`src/rtl/watch_set_ctrl.sv`:
```
// Mode/set controller for the digital watch.
// Three raw buttons (mode, pos, inc) are synchronized and debounced. A
// CLOCK/SET state machine then drives the counter run enable, one-cycle
// increment strobes and a blinking per-digit display enable mask.
// Button index used internally: 0 = mode, 1 = pos, 2 = inc.
// Among presses that arrive in the same cycle, index 0 wins, then 1, then 2.
module watch_set_ctrl #(
    parameter int DB_CNT     = 1_000_000,
    parameter int BLINK_HALF = 12_500_000
) (
    input  logic       clk,
    input  logic       rst,
    input  logic       i_sw_mode,
    input  logic       i_sw_pos,
    input  logic       i_sw_inc,
    output logic       o_mode,
    output logic [1:0] o_pos,
    output logic       o_cnt_run,
    output logic       o_inc_sec,
    output logic       o_inc_min,
    output logic       o_inc_hour,
    output logic [5:0] o_digit_enb
);

    localparam int DBW = (DB_CNT > 1) ? $clog2(DB_CNT) : 1;
    localparam int BLW = (BLINK_HALF > 1) ? $clog2(BLINK_HALF) : 1;
    localparam logic [DBW-1:0] DB_LAST = DBW'(DB_CNT - 1);
    localparam logic [BLW-1:0] BL_LAST = BLW'(BLINK_HALF - 1);

    typedef enum logic {
        ST_CLOCK = 1'b0,
        ST_SET   = 1'b1
    } state_t;

    // Input conditioning state
    logic [2:0]     raw;
    logic [2:0]     sync1_q, sync2_q;
    logic [2:0]     level_q, level_d;
    logic [2:0]     level_prev_q;
    logic [2:0]     press_q, press_d;
    logic [DBW-1:0] db_cnt_q [3];
    logic [DBW-1:0] db_cnt_d [3];

    // Controller state
    state_t         state_q, state_d;
    logic [1:0]     pos_q, pos_d;
    logic [2:0]     inc_q, inc_d;
    logic           run_q, run_d;
    logic [BLW-1:0] blink_cnt_q, blink_cnt_d;
    logic           phase_q, phase_d;
    logic [5:0]     enb_q, enb_d;
    logic           restart;

    assign raw = {i_sw_inc, i_sw_pos, i_sw_mode};

    // Debounce: the level flips only after DB_CNT consecutive differing samples
    always_comb begin
        level_d = level_q;
        for (int i = 0; i < 3; i++) begin
            db_cnt_d[i] = '0;
            if (sync2_q[i] != level_q[i]) begin
                if (db_cnt_q[i] == DB_LAST) begin
                    level_d[i] = sync2_q[i];
                end else begin
                    db_cnt_d[i] = db_cnt_q[i] + DBW'(1);
                end
            end
        end
        press_d = level_q & ~level_prev_q;
    end

    // Synchronizers, debounce counters and registered press edges
    always_ff @(posedge clk or posedge rst) begin
        if (rst) begin
            sync1_q      <= '0;
            sync2_q      <= '0;
            level_q      <= '0;
            level_prev_q <= '0;
            press_q      <= '0;
            for (int i = 0; i < 3; i++) db_cnt_q[i] <= '0;
        end else begin
            sync1_q      <= raw;
            sync2_q      <= sync1_q;
            level_q      <= level_d;
            level_prev_q <= level_q;
            press_q      <= press_d;
            for (int i = 0; i < 3; i++) db_cnt_q[i] <= db_cnt_d[i];
        end
    end

    // Next-state, strobe, blink and display-mask decisions
    always_comb begin
        state_d = state_q;
        pos_d   = pos_q;
        inc_d   = '0;
        restart = 1'b0;
        if (state_q == ST_CLOCK) begin
            if (press_q[0]) begin
                state_d = ST_SET;
                pos_d   = 2'd0;
                restart = 1'b1;
            end
        end else begin
            if (press_q[0]) begin
                state_d = ST_CLOCK;
            end else if (press_q[1]) begin
                pos_d   = (pos_q == 2'd2) ? 2'd0 : pos_q + 2'd1;
                restart = 1'b1;
            end else if (press_q[2]) begin
                inc_d   = 3'b001 << pos_q;
                restart = 1'b1;
            end
        end

        // Blink timer is parked at "on" outside SET and on every restart
        blink_cnt_d = blink_cnt_q;
        phase_d     = phase_q;
        if (state_d == ST_CLOCK || restart) begin
            blink_cnt_d = '0;
            phase_d     = 1'b1;
        end else if (blink_cnt_q == BL_LAST) begin
            blink_cnt_d = '0;
            phase_d     = ~phase_q;
        end else begin
            blink_cnt_d = blink_cnt_q + BLW'(1);
        end

        enb_d = 6'h3F;
        if (state_d == ST_SET) begin
            case (pos_d)
                2'd0:    enb_d[1:0] = {2{phase_d}};
                2'd1:    enb_d[3:2] = {2{phase_d}};
                2'd2:    enb_d[5:4] = {2{phase_d}};
                default: enb_d      = 6'h3F;
            endcase
        end
        run_d = (state_d == ST_CLOCK);
    end

    // Controller registers; every output comes straight from one of these
    always_ff @(posedge clk or posedge rst) begin
        if (rst) begin
            state_q     <= ST_CLOCK;
            pos_q       <= 2'd0;
            inc_q       <= '0;
            run_q       <= 1'b1;
            blink_cnt_q <= '0;
            phase_q     <= 1'b1;
            enb_q       <= 6'h3F;
        end else begin
            state_q     <= state_d;
            pos_q       <= pos_d;
            inc_q       <= inc_d;
            run_q       <= run_d;
            blink_cnt_q <= blink_cnt_d;
            phase_q     <= phase_d;
            enb_q       <= enb_d;
        end
    end

    assign o_mode      = (state_q == ST_SET);
    assign o_pos       = pos_q;
    assign o_cnt_run   = run_q;
    assign o_inc_sec   = inc_q[0];
    assign o_inc_min   = inc_q[1];
    assign o_inc_hour  = inc_q[2];
    assign o_digit_enb = enb_q;

endmodule

```
`config.mk`:
```
export PLATFORM = sky130hd
export DESIGN_NAME = watch_set_ctrl
export DESIGN_NICKNAME = d
export VERILOG_FILES = /design/src/rtl/watch_set_ctrl.sv
export SDC_FILE = /design/constraint.sdc
export NUM_CORES = 1
export LEC_CHECK = 0
export BUFFER_PORTS_ARGS = -buffer_cell sky130_fd_sc_hd__buf_4
export CORE_MARGIN = 8
export CORE_UTILIZATION = 58
export CTS_BUF_LIST = sky130_fd_sc_hd__clkbuf_16
export DETAILED_ROUTE_END_ITERATION = 12
export GPL_TIMING_DRIVEN = 0
export PLACE_DENSITY_LB_ADDON = 0.08
export REMOVE_ABC_BUFFERS = 1
export SLEW_MARGIN = 20
export SYNTH_ARGS = -nofsm -noshare
export SYNTH_HDL_FRONTEND = slang
export SYNTH_SLANG_ARGS = --single-unit
```
`constraint.sdc`:
```
create_clock -name clk -period 5.3 [get_ports clk]
set_input_delay 0.795 -clock clk [delete_from_list [all_inputs] [get_ports clk]]
set_output_delay 0.795 -clock clk [all_outputs]
set_load 0.01 [all_outputs]
```
* Yosys cells after proc, flatten, opt, wreduce, memory -nomap -nowiden
Cells that the tools add are included.
W data, S select, Z words.
** Storage, ports and cells
- Bits in writable memories :: 0
- Register bits after elaboration :: 113
- Bits in latches :: 0
- Memory bits (read-only) :: 0
- Logic and storage cells :: 72
- Bits of input ports :: 5
- Output and inout bits :: 13
- Memories :: 0
** Operators by class
- Equal/unequal tests :: 10
- $lt $le $gt $ge :: 0
- Reduce and logical (&&, ||, !) cells :: 5
- Divide/modulo/power cells :: 0
- Shifts and indexed selects :: 1
- Bitwise logic cells :: 4
- Multipliers :: 0
- Multiplexer cells :: 30
- $add $sub $neg :: 5
** Operators by type and width (count)
- $mux W20 :: 6
- $add A20 B1 Y20 const B :: 3
- $eq A20 B20 Y1 const B :: 3
- $mux W24 :: 2
- $add A24 B1 Y24 const B :: 1
- $eq A24 B24 Y1 const B :: 1
- $mux W2 :: 8
- $mux W3 :: 4
- $mux W1 :: 9
- $mux W6 :: 1
- $reduce_and A2 Y1 :: 3
- $eq A2 B2 Y1 const B :: 2
- $and A3 B3 Y3 :: 1
- $ne A1 B1 Y1 :: 3
- $not A3 Y3 :: 1
- $shl A1 B2 Y3 const A :: 1
- $add A2 B1 Y2 const B :: 1
- $eq A2 B1 Y1 const B :: 1
- $logic_not A2 Y1 :: 1
- $not A1 Y1 :: 2
- $logic_or A1 B1 Y1 :: 1

* Depth between registers and ports, before layout
- Depth after elaboration :: 8
- Depth in mapped cells :: 6

* Least setup slack after synthesis
OpenSTA, ideal clock, no wires.
- Kind :: flip-flop to flip-flop
- Start point :: register db_cnt_q[8] in the netlist's numbering
- End point :: register level_q[2]
- Arrival :: 1.820 ns
- Setup slack :: 3.356 ns
- Period minus slack after synthesis :: 1.944 ns
- Path buffers :: 0
- Data required time :: 5.175 ns
- Cell stages (with the launch flop) :: 5
- Cell sequence :: dfrtp_1 -> or4b_1 -> or4_1 -> nor2_1 -> mux2_2
** Between the ends
- Word-level cells in the longest chain between the ends :: 2
** RTL lines
- from (decl) :: line 41 : logic [DBW-1:0] db_cnt_q [3];
- $eq A20 B20 Y1 :: line 62 : if (db_cnt_q[i] == DB_LAST) begin
- $reduce_and A2 Y1 (no line)
- to (signal assigned) :: line 84 : level_q <= level_d;
- to (decl) :: line 38 : logic [2:0] level_q, level_d;
No other way between the ends.
A chain may end at the register's enable or synchronous reset.

==> key figures <==
Worst hold path
  – Worst hold path type: flip-flop to flip-flop

Clock network
  – Hold Buf Count CTS: 0
  – Worst-Skew Late Latency: roughly 0.34 ns
  – PostCTS Resize Cnt: 0
  – Reg clk slew, reported paths: ~0.080 ns
  – Clk sinks: 110
  – CTS Buffer Depth: 2
  – Clk root buf: clkbuf_16
  – CTS buffer count: 9
  – H-tree depth: 3
  – TritonCTS clock tree: built
  – Post-CTS setup buffer count: 0

Worst setup path
  – Crit path kind: flip-flop to flip-flop
  – CP required: approximately 5.5 ns
  – Startpoint Class: flip-flop
  – CP endpoint kind: flip-flop
  – WP data arrival: between 2 and 3 ns
  – Peak fanout along the critical path: 20

Synth
  – Post-Syn Instances: just over 500
  – Async SR Flop Fraction: 1.00
  – Netlist cell types: 46
  – Cell Area, Synth: slightly above 5000 µm²
  – Cell taking the most area after synthesis: dfrtp_1
  – Synth Area per Inst: approximately 10 µm²
  – Post-synthesis sequential area ratio: 0.533
  – Synth Register Bits: 110
  – Ranking of synthesized cells by area: dfrtp_1 (51%), xnor2_1 (5.1%), nor2_1 (4.8%)
  – Post-synth EDFFs: 0
  – Post-synth top flop: dfrtp_1
  – Post-synth top area share: 0.507
  – YS warnings: 0

Power and ir drop
  – Leakage: 2.26 nW
  – Pwr Density: ~270 nW/µm²
  – Max IR drop VDD: 0.201 mV

Cells and area
  – Share of layout cells above drive strength 1: 0.109
  – Diode count: 0
  – # nets final: 536
  – Fill count: 679
  – Area grow syn2layout: 10.6%
  – FF/Latch Area: 2760 µm²
  – Area of the multi-input gates: 2280 µm²
  – Final instance area: 5730 µm²

GRT
  – Vias in the first global route: approximately 3700
  – First-pass GRT wire length: approximately 17000 µm
  – Grt ovf: 0
  – Initial antenna violation count: 0
  – GRT Total Usage: 0.156
  – Pin count of the biggest net entering global routing: 70

STA
  – Slew headroom: 0.449
  – Fin crit share: 0.448
  – TNS Setup: 0 ns
  – Min Tclk post-route: 2.37 ns
  – Fin Hold WS: 0.357 ns
  – Slew Limit Fails: 0
  – Setup violations, final: 0
  – Skew final: roughly 0.012 ns
  – Achievable clock frequency: roughly 420 MHz
  – Unrepaired setup endpoints after global routing: false
  – Final Hold Vio Count: 0
  – Worst slew pin tran: about 0.83 ns

Die
  – Die Ht: 110 µm
  – FP Rows: 34
  – Total core area: approximately 8700 µm²
  – I/O pin cnt: 18
  – Initial Util: 0.597
  – Die area: between 10000 and 15000 µm²
  – Die X: about 110 µm

Outcome
  – Outcome: finished, final reports clean

Drt
  – Wirelength per Cell: 14.4 µm
  – Remaining routing DRC violations: 0
  – Vias: around 3700
  – Vias per inst: just under 6
  – Starting DRC count in detailed routing: 126
  – First-pass iteration count of the detailed router: 4
  – Final wirelength: 9210 µm
  – Antenna viol nets, final: 0

Place
  – Global placer's final weighted congestion: between 0.8 and 0.9
  – Placed instance area: 5430 µm²
  – Port Buffers: 17
  – Detailed Place HPWL: ~6300 µm

Run
  – Max-cap violation count: 0
-- routing by layer --
metal / share of wire / GRT usage / vias to the layer above
met2: 0.48 / 0.259 / 50
met3: 0.030 / 0.0357 / 8
met5: 0 / 0 / -
met4: 0.0087 / 0.0414 / 0
li1: - / - / 1858
met1: 0.48 / 0.200 / 1804
-- worst paths after layout --
kind | start | end | slack [ns] | cells past startpoint
max | db_cnt_q[15] | db_cnt_q[2] | 2.93 | 4
min | sync1_q[2] | sync2_q[2] | 0.36 | 0
max reg2reg | db_cnt_q[15] | db_cnt_q[2] | 2.93 | 4
min reg2reg | sync1_q[2] | sync2_q[2] | 0.36 | 0
max in group asynchronous | rst | o_digit_enb[4] | 4.13 | 3
min in group asynchronous | rst | db_cnt_q[3] | 0.45 | 2
-- through the flow --
stage	std cells	setup slack [ns]	util	total power, mW
final	640	2.93	0.660	1.54
after global placement	622	0.417	0.616	0.909
after detailed placement	624	2.90	0.626	0.915
after CTS	640	2.90	0.660	1.56
after floorplan	497	1.61	-	0.898
after global routing	640	2.77	0.660	1.60
-- cell usage after synthesis (5+ instances only) --
master and n:
a21oi_1 28, buf_2 6, clkbuf_1 10, dfrtp_1 105, dfstp_2 5, inv_1 20, nand2_1 28, nand3_1 34
nand4_1 19, nor2_1 66, nor2b_1 5, nor3_1 15, nor4_1 10, o21ai_0 18, o31ai_1 10, or3_1 19
or4_1 17, xnor2_1 30, xor2_1 22
-- power breakdown --
group | internal [mW] | switching, mW | total, mW
combinational | 0.0114 | 0.0298 | 0.0412
clock | 0.331 | 0.315 | 0.646
sequential | 0.847 | 0.00852 | 0.855
-- sequential cells by signal, summed over array words and instances (netlist names) --
name / flops
o_pos: 2
sync1_q: 3
o_mode: 1
blink_cnt_q: 24
sync2_q: 3
db_cnt_q: 60
o_cnt_run: 1
level_q: 3
o_digit_enb: 3
inc_q: 3
press_q: 3
level_prev_q: 3
phase_q: 1
-- layout make-up --
cell class,count,area share
clock buffers,9,0.0393
well taps,108,0.0236
multi-input cells,367,0.399
clock inverters,7,0.0125
inverters,20,0.0140
flip-flops and latches,110,0.482
repair buffers,19,0.0297
-- layout by cell type (no fill, tap or decap), drive strengths merged, types with 2 or more instances in the layout --
master | netlist | routed
o41ai | 2 | 2
xor2 | 22 | 22
or3 | 19 | 19
nor3b | 2 | 2
nor2 | 66 | 66
o31ai | 10 | 10
nor3 | 15 | 15
buf | 9 | 19
ha | 4 | 4
nand3 | 35 | 35
or4 | 18 | 18
a21oi | 29 | 29
mux2 | 4 | 4
or4b | 4 | 4
nor4 | 10 | 10
and4 | 4 | 4
clkinv | 0 | 5
nor2b | 5 | 5
inv | 20 | 22
clkbuf | 11 | 9
xnor2 | 30 | 30
dfstp | 5 | 5
dfrtp | 105 | 105
and3 | 4 | 4
nor4b | 3 | 3
nand4 | 22 | 22
nand2 | 28 | 28
a211oi | 2 | 2
o21ai | 20 | 20
-- critical path, cell delays in order (launching register included) --
cell and delay [ns]:
dfrtp_1 0.41, or4b_1 0.51, or4_1 0.55, o21ai_2 0.63, nor2_1 0.13
-- cell families (layout without fill, tap and decap cells) --
logic type | count (synthesis) | count (layout) | synth area share
AOI/OAI and AO/OA | 66 | 66 | 0.0739
xor gates and xnor gates | 52 | 52 | 0.0879
adders and majority gates | 4 | 4 | 0.00966
buffers and inverters | 40 | 55 | 0.0329
DFF | 110 | 110 | 0.533
muxes | 4 | 4 | 0.00870
and+or+nand+nor | 241 | 241 | 0.254
(Power assumes the default switching activity.)
